--- src/rtl/cfg_serializer_pkg.sv ---
// Shared types and helpers for the configurable-length serializer.
package cfg_serializer_pkg;

  localparam int MAX_W = 64;

  typedef enum logic [1:0] {
    IDLE,
    LOADED,
    SHIFT
  } ser_state_e;

  // A length of 0, or one beyond the word width, means "use the full word".
  function automatic int unsigned eff_len(input int unsigned len, input int unsigned max_len);
    return ((len == 0) || (len > max_len)) ? max_len : len;
  endfunction

  function automatic logic [MAX_W-1:0] len_mask(input int unsigned len);
    return (len >= MAX_W) ? {MAX_W{1'b1}} : ((MAX_W'(1) << len) - MAX_W'(1));
  endfunction

endpackage

--- src/rtl/cfg_serializer_cnt.sv ---
// Bit-index counter for cfg_serializer; holds the latched word length and
// flags the last bit of the word.
module cfg_serializer_cnt #(
  parameter int CNT_W = 3,
  parameter int LEN_W = 4
) (
  input  logic             clk,
  input  logic             rst,
  input  logic             i_clr,
  input  logic             i_load,
  input  logic             i_en,
  input  logic [LEN_W-1:0] i_len,
  output logic             o_term
);

  logic [CNT_W-1:0] r_cnt;
  logic [LEN_W-1:0] r_len_q;

  always_ff @(posedge clk or negedge rst) begin
    if (!rst) begin
      r_cnt   <= '0;
      r_len_q <= '0;
    end else if (i_clr) begin
      r_cnt <= '0;
    end else if (i_load) begin
      r_cnt   <= '0;
      r_len_q <= i_len;
    end else if (i_en) begin
      r_cnt <= r_cnt + CNT_W'(1);
    end
  end

  assign o_term = (LEN_W'(r_cnt) == (r_len_q - LEN_W'(1)));

endmodule

--- src/rtl/cfg_serializer.sv ---
// Parallel-to-serial converter with run-time word length and bit order.
// Define SERIALIZER_PARITY_EN to add the par_type input and par_bit output.
module cfg_serializer
  import cfg_serializer_pkg::*;
#(
  parameter  int DATA_WIDTH = 8,
  localparam int CNT_W      = $clog2(DATA_WIDTH),
  localparam int LEN_W      = $clog2(DATA_WIDTH + 1)
) (
  input  logic                  clk,
  input  logic                  rst,
  input  logic [DATA_WIDTH-1:0] p_data,
  input  logic                  p_valid,
  output logic                  p_ready,
  input  logic [LEN_W-1:0]      cfg_len,
  input  logic                  cfg_msb_first,
  input  logic                  ser_enable,
  input  logic                  ser_abort,
  output logic                  ser_data,
  output logic                  ser_done,
  output logic                  busy
`ifdef SERIALIZER_PARITY_EN
  ,
  input  logic                  par_type,
  output logic                  par_bit
`endif
);

  ser_state_e            r_state;
  logic [DATA_WIDTH-1:0] r_shift;
  logic                  r_msb;
  logic                  r_done;

  logic [LEN_W-1:0]      w_len;
  logic [LEN_W-1:0]      w_shamt;
  logic [DATA_WIDTH-1:0] w_mask;
  logic [DATA_WIDTH-1:0] w_masked;
  logic [DATA_WIDTH-1:0] w_aligned;
  logic                  w_active;
  logic                  w_load;
  logic                  w_adv;
  logic                  w_term;
  logic                  w_clr;

  // MSB-first words are left-justified so the first bit always sits at the top.
  assign w_len     = LEN_W'(eff_len(32'(cfg_len), DATA_WIDTH));
  assign w_mask    = DATA_WIDTH'(len_mask(32'(w_len)));
  assign w_masked  = p_data & w_mask;
  assign w_shamt   = LEN_W'(DATA_WIDTH) - w_len;
  assign w_aligned = cfg_msb_first ? (w_masked << w_shamt) : w_masked;

  assign w_active = (r_state != IDLE);
  assign w_load   = (r_state == IDLE) && p_valid && !ser_abort;
  assign w_adv    = w_active && ser_enable && !ser_abort;
  assign w_clr    = ser_abort || (w_adv && w_term);

  cfg_serializer_cnt #(
    .CNT_W(CNT_W),
    .LEN_W(LEN_W)
  ) u_cnt (
    .clk   (clk),
    .rst   (rst),
    .i_clr (w_clr),
    .i_load(w_load),
    .i_en  (w_adv && !w_term),
    .i_len (w_len),
    .o_term(w_term)
  );

  // Abort outranks everything; LOADED and SHIFT consume bits identically.
  always_ff @(posedge clk or negedge rst) begin
    if (!rst) begin
      r_state <= IDLE;
      r_shift <= '0;
      r_msb   <= 1'b0;
      r_done  <= 1'b0;
    end else begin
      r_done <= 1'b0;
      if (ser_abort) begin
        r_state <= IDLE;
        r_shift <= '0;
      end else begin
        case (r_state)
          IDLE: begin
            if (p_valid) begin
              r_shift <= w_aligned;
              r_msb   <= cfg_msb_first;
              r_state <= LOADED;
            end
          end
          LOADED, SHIFT: begin
            if (ser_enable) begin
              if (w_term) begin
                r_state <= IDLE;
                r_shift <= '0;
                r_done  <= 1'b1;
              end else begin
                r_state <= SHIFT;
                r_shift <= r_msb ? (r_shift << 1) : (r_shift >> 1);
              end
            end
          end
          default: r_state <= IDLE;
        endcase
      end
    end
  end

`ifdef SERIALIZER_PARITY_EN
  logic r_par;

  always_ff @(posedge clk or negedge rst) begin
    if (!rst) begin
      r_par <= 1'b0;
    end else if (w_load) begin
      r_par <= (^w_masked) ^ par_type;
    end
  end

  assign par_bit = r_par;
`endif

  assign p_ready  = (r_state == IDLE);
  assign busy     = w_active;
  assign ser_data = r_msb ? r_shift[DATA_WIDTH-1] : r_shift[0];
  assign ser_done = r_done;

endmodule

--- config.mk ---
export PLATFORM = sky130hd
export DESIGN_NAME = cfg_serializer
export DESIGN_NICKNAME = d
export VERILOG_FILES = /design/src/rtl/cfg_serializer_pkg.sv /design/src/rtl/cfg_serializer_cnt.sv /design/src/rtl/cfg_serializer.sv
export SDC_FILE = /design/constraint.sdc
export NUM_CORES = 1
export LEC_CHECK = 0
export ABC_CLOCK_PERIOD_IN_PS = 3900
export BUFFER_PORTS_ARGS = -buffer_cell sky130_fd_sc_hd__buf_2
export CAP_MARGIN = 30
export CELL_PAD_IN_SITES_DETAIL_PLACEMENT = 0
export CELL_PAD_IN_SITES_GLOBAL_PLACEMENT = 1
export CORE_UTILIZATION = 30
export CTS_CLUSTER_DIAMETER = 200
export DETAILED_ROUTE_END_ITERATION = 16
export PLACE_DENSITY = 0.58
export SLEW_MARGIN = 20
export SYNTH_ARGS = -nofsm -noshare
export SYNTH_HDL_FRONTEND = slang
export SYNTH_SLANG_ARGS = --single-unit
--- constraint.sdc ---
create_clock -name clk -period 3.9 [get_ports clk]
set_input_delay 0.78 -clock clk [delete_from_list [all_inputs] [get_ports clk]]
set_output_delay 0.78 -clock clk [all_outputs]
set_load 0.005 [all_outputs]
; ---- Word level (Yosys, flattened, before mapping)
; Cells that the tools add are included.
[word_totals]
word_cells = 62
ff_bits = 19
output_inout_bits = 4
in_bits = 18
[classes]
n_reduce_logical = 20
n_addsub = 4
magnitude_cmp = 1
muxes = 21
n_eq_ne = 5
bitwise_logic = 3
n_shift = 2
[op_table]
columns = cell, count
row1 = 2-to-1 mux 8 bit, 6
row2 = case mux 8 bit (2 select lines), 1
row3 = 2-to-1 mux 3 bit, 3
row4 = AND 8 bit, 1
row5 = 2-to-1 mux 2 bit, 4
row6 = "<< shifter 1 x 4 -> 8 bit, first input constant", 1
row7 = << shifter 8 x 4 -> 8 bit, 1
row8 = "subtractor 8 x 1 -> 8 bit, second input constant", 1
row9 = logical AND 1 bit, 6
row10 = AND reduction 3 bit, 2
row11 = nonzero test 3 bit, 2
row12 = 2-to-1 mux 1 bit, 5
row13 = equality test 3 x 4 -> 1 bit, 1
row14 = "> comparator 4 bit, second input constant", 1
row15 = logical NOT 4 bit, 1
row16 = 2-to-1 mux 4 bit, 1
row17 = case mux 2 bit (2 select lines), 1
row18 = AND reduction 2 bit, 2
row19 = "subtractor 4 x 1 -> 4 bit, second input constant", 1
row20 = "subtractor 4 bit, first input constant", 1
row21 = "adder 3 x 1 -> 3 bit, second input constant", 1
row22 = "!= test 3 x 2 -> 1 bit, second input constant", 1
row23 = "!= test 3 bit, second input constant", 1
row24 = "equality test 2 x 1 -> 1 bit, second input constant", 1
row25 = 7 further kinds, 10

; ---- Depth between registers and ports, before layout
; Gate-level depths: netlist of run 1.
[logic_depth]
depth_word = 11
mapped_depth = 11
depth_no_buf = 11

; ---- Cells and area by module
; Synthesis of run 1 repeated with hierarchy kept, for this count alone.
[unflattened]
hier_cells = 249
area_unflattened_um2 = 1995.7
[modules_own_cells]
columns = mod, n_inst, seq_area_each_um2, area_each_um2, cells_each
row1 = cfg_serializer, 1, 300.3, 1616.6, 216
row2 = cfg_serializer_cnt, 1, 175.2, 379.1, 33

; ---- Worst setup path before layout of run 1
; No wires, ideal clock.
[synth_timing]
path_type = in2reg
startpoint = input cfg_len[3]
endpoint = register r_shift[4]
setup_time_ns = 0.103
arrival_time_ns = 3.222
n_path_buf = 1
cell_stages = 11
path_slack_ns = 0.575
t_required_ns = 3.797
cell_sequence = buf_2 nand2b_1 ha_1 inv_1 or3_2 ha_1 nand2b_1 o41ai_4 a221oi_1 and3_1 o41ai_2
[synth_via]
elab_chain_cells = 11
elab_cells_between_ends = 13
classes_between = 2 x add/sub / 1 x order compare / 2 x shift / 5 x mux / 1 x bitwise / 2 x reduce/logical
[synth_lines]
columns = element, line
row1 = start: declaration, cfg_serializer.sv:15  ; input logic [LEN_W-1:0] cfg_len,
row2 = > comparator 4 bit / logical NOT 4 bit (equally long branches), cfg_serializer_pkg.sv:14  ; return ((len == 0) || (len > max_len)) ? max_len : len;
row3 = logical OR 1 bit, cfg_serializer_pkg.sv:14
row4 = 2-to-1 mux 4 bit *, cfg_serializer_pkg.sv:14
row5 = << shifter 1 x 4 -> 8 bit, cfg_serializer_pkg.sv:18  ; return (len >= MAX_W) ? {MAX_W{1'b1}} : ((MAX_W'(1) << len) - MAX_W'(1));
row6 = subtractor 8 x 1 -> 8 bit, cfg_serializer_pkg.sv:18
row7 = AND 8 bit, cfg_serializer.sv:48  ; assign w_masked = p_data & w_mask;
row8 = << shifter 8 x 4 -> 8 bit, cfg_serializer.sv:50  ; assign w_aligned = cfg_msb_first ? (w_masked << w_shamt) : w_masked;
row9 = 2-to-1 mux 8 bit *, cfg_serializer.sv:50
row10 = 2-to-1 mux 8 bit *, cfg_serializer.sv:85  ; if (p_valid) begin
row11 = case mux 8 bit (2 select lines) *, cfg_serializer.sv:83  ; case (r_state)
row12 = 2-to-1 mux 8 bit *, cfg_serializer.sv:79  ; if (ser_abort) begin
row13 = end signal: assignment, cfg_serializer.sv:86  ; r_shift <= w_aligned;
row14 = end signal: assignment, cfg_serializer.sv:99  ; r_shift <= r_msb ? (r_shift << 1) : (r_shift >> 1);
row15 = end: declaration, cfg_serializer.sv:30  ; logic [DATA_WIDTH-1:0] r_shift;
; Mark *: on every way between the ends. The rest lies on a longest branch, timed or not. The select of a mux whose other input is x is not followed.
; A chain may end at the register's enable or synchronous reset.

; ---- Worst setup path in the final report of run 1
[layout_timing]
startpoint = input cfg_len[3]
endpoint = register r_shift[3]
; Same word-level chain as after synthesis.

==> run_results.csv, run 1 <==
group,metric,value,unit
logic_synthesis,ys_seq_elements,19,
route,iteration_0_drc_count_of_the_detailed_router,162,
placed_design,io_buffer_count,21,
critical_path,cp-startpoint,"cfg_len[3]",
route,iteration_count_of_the_initial_detailed_routing_pass,4,
power,power_density,409,nW/um^2
critical_path,worst-endpoint-required,4.10,ns
critical_path,cp_cell_sequence,"buf_2 -> nand2b_1 -> ha_1 -> inv_1 -> or3_2 -> ha_1 -> nand2b_1 -> o41ai_4 -> a21oi_2 -> a2111oi_0 -> a211o_1",
outcome,run_status,"completed",
sta,post-route-period-util,87.5,%
floorplanning,die_w,79.7,um
final_layout,stdcell_area,2040,um^2
global_routing,first_global_vias,1585,
global_routing,global_route_total_usage_across_every_layer,16.6,%
logic_synthesis,netlist-cell-type-count,64,
sta,min_period,3.41,ns
final_layout,n_fill_cell,604,
cts,tritoncts,"yes",
final_layout,area.growth.synth_to_final,12.7,%
route,via_count,1671,
logic_synthesis,post_synth.cell_area_avg,8.67,um^2
sta,fin_skew,0.00335,ns
job,reported_max_cap_violation_count,0,
logic_synthesis,sequential_to_total_area_share_from_yosys_stat,26.2,%
power,ir_worst_vdd,0.151,mV
placed_design,gpl.final_weighted_congestion,0.832,
cts,cts-root-to-sink-buffers,2,
critical_path,cp-start-kind,"input port",
logic_synthesis,postSynth.asyncResetShare,100,%
floorplanning,core,5680,um^2
cts,cts.sink_count,19,
final_layout,utilization,36.0,%
floorplanning,initial_core_utilization,31.9,%
final_layout,nets_final,259,
sta,setup_violations,0,
critical_path,max_stage_delay,0.45,ns
cts,htree_num_levels,1,
sta,final-max-slew-violation-count,0,
cts,post_cts_resized,0,
sta,max_slew.worst_pin.slew,0.586,ns
critical_path,timing.rr.start,"r_state[0]",
route,wl_per_cell,16.1,um
floorplanning,area_of_the_die,6360,um^2
placed_design,post_dp_cell_area,2000,um^2
floorplanning,num_rows,27,
power,power.leakage,0.883,nW
worst_hold_path,worst_min_delay_path_class,"input port to async pin",
route,drt-vias-per-instance,5.55,
critical_path,critPathCaptureType,"register",
route,drc,0,
critical_path,worst-path-buf-inv,2,
sta,max_clock_freq,293,MHz
sta,final.setup.worst_slack,0.489,ns
critical_path,worst-setup-path-type,"input port to register",
route,ant_nets,0,
final_layout,layout-drive-gt1-share,22.7,%
critical_path,path_delay_family,"compound AO/OA/AOI/OAI gates",
placed_design,placement.setup.worst_slack,0.256,ns
sta,final.setup.tns,0,ns
cts,cts_made_buffers,3,
logic_synthesis,synth.yosys.warnings,0,
cts,cts_root_buf,"clkbuf_8",
global_routing,antenna_violations_before_repair,0,
cts,clkTransAtPathRegs,0.07,ns
cts,cts_hold_buffers,0,
logic_synthesis,syn_area,1810,um^2
sta,setup_repair_after_global_routing_missed_its_margin,"no",
global_routing,pin_count_of_the_biggest_net_entering_global_routing,20,
critical_path,crit_arrival,3.61,ns
logic_synthesis,ys_dominant_reg_cell,"dfrtp_1",
cts,insertion_delay_of_the_later_clocked_pin_in_the_worst_skew_pair,0.26,ns
global_routing,global_route_wire_length_before_repair,8250,um
logic_synthesis,synth_nets,238,
sta,slew-limit-headroom,60.8,%
route,wl,4850,um
critical_path,critPathSlowestCell,"or3_2",
logic_synthesis,synth_edf_count,0,
final_layout,n_diodes,0,
logic_synthesis,postSynthCellCount,209,
sta,report.final.hold_viol_count,0,
placed_design,hpwl,3780,um
critical_path,critical_path_peak_fanout,13,
floorplanning,die_h,79.7,um
cts,number_of_setup_buffers_added_after_cts,0,
global_routing,grt_overflow,0,
floorplanning,pin_count,22,
cell usage in the layout (no fill, tap or decap), types with 2 or more instances in the layout:
| cell | synthesis | layout |
|---|---|---|
| nand2_1 | 23 | 23 |
| buf_2 | 2 | 21 |
| dfrtp_1 | 19 | 19 |
| nor2_1 | 17 | 17 |
| o21ai_0 | 14 | 14 |
| inv_1 | 13 | 13 |
| ha_1 | 11 | 11 |
| nand2b_1 | 9 | 9 |
| mux2_2 | 9 | 9 |
| a21oi_1 | 7 | 7 |
| nor3_1 | 5 | 5 |
| a31oi_1 | 5 | 5 |
| nand3_1 | 3 | 3 |
| a211oi_1 | 3 | 3 |
| and2_1 | 3 | 3 |
| a211o_1 | 3 | 3 |
| nand3b_1 | 3 | 3 |
| a22o_1 | 3 | 3 |
| clkbuf_8 | 0 | 3 |
| buf_4 | 0 | 3 |
| or3_1 | 2 | 2 |
| nor3b_1 | 2 | 2 |
| a311oi_1 | 2 | 2 |
| nand4_1 | 2 | 2 |
| a2111oi_0 | 2 | 2 |
| a222oi_1 | 2 | 2 |
cell families (layout without fill, tap and decap cells):
logic type / Yosys count / after routing / share of synthesized area [%]
and+or+nand+nor: 79 / 79 / 23.4
buffers and inverters: 22 / 42 / 4.69
AOI/OAI and AO/OA: 65 / 65 / 29.7
muxes: 10 / 10 / 6.14
xor gates and xnor gates: 3 / 3 / 2.21
DFF: 19 / 19 / 26.2
adders and majority gates: 11 / 11 / 7.59
cells in the mapped netlist (2+ instances only):
cell | n | area [um^2]
nand2_1 | 23 | 86.3
dfrtp_1 | 19 | 475
nor2_1 | 17 | 63.8
o21ai_0 | 14 | 70.1
inv_1 | 13 | 48.8
ha_1 | 11 | 138
mux2_2 | 9 | 101
nand2b_1 | 9 | 56.3
a21oi_1 | 7 | 35.0
clkbuf_1 | 6 | 22.5
a31oi_1 | 5 | 31.3
nor3_1 | 5 | 25.0
a211o_1 | 3 | 26.3
a211oi_1 | 3 | 22.5
a22o_1 | 3 | 26.3
and2_1 | 3 | 18.8
nand3_1 | 3 | 15.0
nand3b_1 | 3 | 22.5
a2111oi_0 | 2 | 17.5
a222oi_1 | 2 | 20.0
a311oi_1 | 2 | 17.5
buf_2 | 2 | 10.0
nand4_1 | 2 | 12.5
nor3b_1 | 2 | 15.0
or3_1 | 2 | 12.5
worst reg2reg max path: stages, from the launching register on:
cell and delay (ns):
dfrtp_1 0.39, inv_1 0.06, ha_1 0.45, nand2b_1 0.15, o21ai_2 0.14, a21oi_1 0.11, nor2_1 0.47, a222oi_1 0.22
a31oi_1 0.19
worst paths after layout:
path                                         end  slack (ns)  cells after the start
worst min-delay path              u_cnt.r_cnt[2]        0.46                      1
worst max-delay path                  r_shift[3]        0.49                     11
worst max register to register        r_shift[5]        1.64                      8
min in group clk                u_cnt.r_len_q[0]        0.52                      2
max in group asynchronous             r_shift[2]        3.12                      1
worst min register to register  u_cnt.r_len_q[0]        0.52                      2
per-layer routing:
layer | up-vias | GRT usage [%] | routed length, um
met1 | 775 | 23.1 | 2370
met3 | 8 | 1.83 | 210
met4 | 0 | 5.89 | 87
met5 | - | 0 | 0
li1 | 829 | - | -
met2 | 59 | 26.5 | 2170
sequential cells by signal, indices dropped and copies added (netlist names):
| register | cells |
|---|---|
| u_cnt.r_len_q | 4 |
| r_shift | 8 |
| u_cnt.r_cnt | 3 |
| r_msb | 1 |
| ser_done | 1 |
| r_state | 2 |
power breakdown:
group	internal (mW)	switching (mW)
Combinational	0.172	0.229
Clock	0.0727	0.0668
Sequential	0.243	0.0532
final cells by class:
class	instances	area (um^2)	area share (%)
Clock buffer	4	45.0	2.20
Inverter	14	52.6	2.57
Multi-Input combinational cell	168	1250	61.3
Sequential cell	19	475	23.3
Tap cell	72	90.1	4.41
Timing Repair Buffer	24	128	6.25
through the flow:
stage	total power [mW]	hold WS (ns)	instances
floorplan	0.588	0.463	209
global placement	0.706	0.502	297
detailed placement	0.701	0.510	297
CTS	0.844	0.483	301
global route	0.915	0.496	301
finish	0.836	0.459	301
Power figures use the tool's default switching activity.
==> run 2: changes to the inputs <==
--- a/config.mk
+++ b/config.mk
@@ -13,6 +13,7 @@
 export CORE_UTILIZATION = 30
 export CTS_CLUSTER_DIAMETER = 200
 export DETAILED_ROUTE_END_ITERATION = 16
+export HOLD_SLACK_MARGIN = 0.12
 export PLACE_DENSITY = 0.58
 export SLEW_MARGIN = 20
 export SYNTH_ARGS = -nofsm -noshare
==> constraint.sdc (replaced) <==
create_clock -name clk -period 3.9 [get_ports clk]
set_input_delay 0.39 -clock clk [delete_from_list [all_inputs] [get_ports clk]]
set_output_delay 0.39 -clock clk [all_outputs]
set_load 0.005 [all_outputs]
==> run_results.csv, run 2 (synthesis results as in run 1) <==
group,metric,value,unit
sta,final.setup.tns,0,ns
final_layout,largest_reg_flops,8,
final_layout,final-seq-area,475,um^2
critical_path,r2r.worst_path.cells,8,
power,total_switching_power,0.346,mW
sta,slew-limit-headroom,62.2,%
final_layout,regMostFlops,"r_shift",
route,ant_nets,0,
sta,report.final.hold_viol_count,0,
route,route.top_layer_used,"met4",
final_layout,mostFrequentLayoutCells,"23 x nand2_1, 21 x buf_2, 19 x dfrtp_1, 17 x nor2_1, 14 x o21ai_0",
sta,fin_skew,0.00126,ns
floorplanning,die_w,79.7,um
global_routing,first_global_vias,1688,
cts,cts.sink_count,19,
sta,setup_violations,0,
critical_path,timing.rr.start,"r_state[0]",
global_routing,antenna_violations_before_repair,0,
global_routing,grt_overflow,0,
sta,post-route-period-util,84.1,%
cts,clkTransAtPathRegs,0.07,ns
sta,min_period,3.28,ns
route,iteration_0_drc_count_of_the_detailed_router,114,
route,route.met2.wl,2270,um
route,drc,0,
placed_design,io_buffer_count,21,
final_layout,area.growth.synth_to_final,12.4,%
sta,setup_repair_after_global_routing_missed_its_margin,"no",
power,ir_worst_vdd,0.138,mV
global_routing,global_route_wire_length_before_repair,8640,um
power,clkPwrFrac,16.7,%
final_layout,multi_input_area,1250,um^2
final_layout,top_regs,"r_shift x8, u_cnt.r_len_q x4, u_cnt.r_cnt x3",
final_layout,final_common_cell,"nand2_1",
cts,insertion_delay_of_the_later_clocked_pin_in_the_worst_skew_pair,0.25,ns
critical_path,critical_path_peak_fanout,13,
route,routed_length_on_met3,123,um
final_layout,layout-drive-gt1-share,21.9,%
final_layout,n_fill_cell,616,
worst_hold_path,hold-path-endpoint,"ser_done",
floorplanning,initial_core_utilization,31.9,%
sta,max_clock_freq,305,MHz
route,iteration_count_of_the_initial_detailed_routing_pass,4,
power,swShare,41.5,%
power,intPower,0.487,mW
route,wl_per_cell,16.2,um
floorplanning,core,5680,um^2
power,power_density,409,nW/um^2
worst_hold_path,critical_hold_path_startpoint,"ser_enable",
floorplanning,pin_count,22,
critical_path,r2r-end,"r_shift[6]",
cts,post_cts_resized,0,
critical_path,worst-setup-path-type,"input port to register",
cts,cts_made_buffers,3,
critical_path,worst-endpoint-required,4.10,ns
power,power.share.sequential,35.3,%
critical_path,crit_arrival,3.48,ns
floorplanning,num_rows,27,
placed_design,gpl.final_weighted_congestion,0.873,
floorplanning,die_h,79.7,um
route,drt-vias-per-instance,5.46,
global_routing,global_route_total_usage_across_every_layer,17.4,%
cts,tritoncts,"yes",
route,routedLengthMet1,2390,um
critical_path,ff2ff_setup_slack,1.59,ns
worst_hold_path,worst_min_delay_path_class,"input port to register",
floorplanning,area_of_the_die,6360,um^2
job,reported_max_cap_violation_count,0,
final_layout,nets_final,258,
cts,cts_root_buf,"clkbuf_8",
route,wl,4850,um
sta,whs,0.445,ns
cts,cts-root-to-sink-buffers,2,
sta,final-max-slew-violation-count,0,
global_routing,pin_count_of_the_biggest_net_entering_global_routing,20,
placed_design,hpwl,3830,um
power,power.leakage,0.877,nW
critical_path,critPathCaptureType,"register",
outcome,run_status,"completed",
sta,max_slew.worst_pin.slew,0.565,ns
final_layout,n_diodes,0,
critical_path,cp-start-kind,"input port",
power,share_comb_of_total_power,48.0,%
cts,htree_num_levels,1,
worst_hold_path,worstHoldPathCells,2,
route,via_count,1638,
==> run 2: cell count changes in the layout (fill, tap and decap cells not counted), sizes merged <==
cell         change
buf              -2
dlygate4sd3      +1
==> run 2: final cells by class <==
cell class / instances / share of cell area [%]
Clock buffer: 4 / 2.21
Inverter: 14 / 2.58
Multi-Input combinational cell: 168 / 61.4
Sequential cell: 19 / 23.3
Tap cell: 72 / 4.42
Timing Repair Buffer: 23 / 6.02
==> run 2: routing by layer <==
metal / up-vias / track usage [%]
met4: 0 / 6.07
met5: - / 0
met3: 4 / 1.03
li1: 821 / -
met2: 43 / 27.9
met1: 770 / 24.6
==> run 2: worst max path at each step <==
stage	startpoint	to	slack, ns	depth (start not counted)
finish	cfg_len[3]	r_shift[7]	0.62	11
floorplan	cfg_len[3]	r_shift[4]	0.96	11
global placement	cfg_len[3]	r_shift[3]	0.43	11
global route	cfg_len[3]	r_shift[7]	0.37	11
CTS	cfg_len[3]	r_shift[4]	0.64	11
detailed placement	cfg_len[3]	r_shift[4]	0.39	11
==> run 2: worst max-delay path, stage by stage <==
cell and delay, ns:
buf_2 0.19, and2b_1 0.47, ha_1 0.30, inv_1 0.09
or3_2 0.45, ha_1 0.26, nand2b_1 0.19, o41ai_4 0.34
a21oi_2 0.14, a2111oi_0 0.49, a211o_1 0.15
==> run 2: timing repair <==
| item | in CTS | in global routing |
|---|---|---|
| hold buffers | 1 | 0 |
| buffers inserted | 0 | 0 |
| endpoints found under the hold margin | 19 | 0 |
| setup endpoints to repair | 0 | 0 |
==> run 2: power by group through the flow <==
stage / logic (mW) / registers (mW) / clock network, mW
after floorplan: 0.315 / 0.272 / 0
after global placement: 0.404 / 0.300 / 0
after detailed placement: 0.399 / 0.299 / 0
after CTS: 0.403 / 0.295 / 0.145
after global routing: 0.459 / 0.303 / 0.157
final: 0.399 / 0.294 / 0.139
==> run 2: stage by stage <==
stage	cell area, um^2	worst slack (ns)	total power, mW	util (%)	cells
after floorplan	1810	0.965	0.588	-	209
after global placement	1980	0.425	0.703	34.9	295
after detailed placement	1980	0.392	0.699	34.9	295
after CTS	2040	0.645	0.843	35.9	300
after global routing	2040	0.375	0.918	35.9	300
final	2040	0.620	0.833	35.9	300
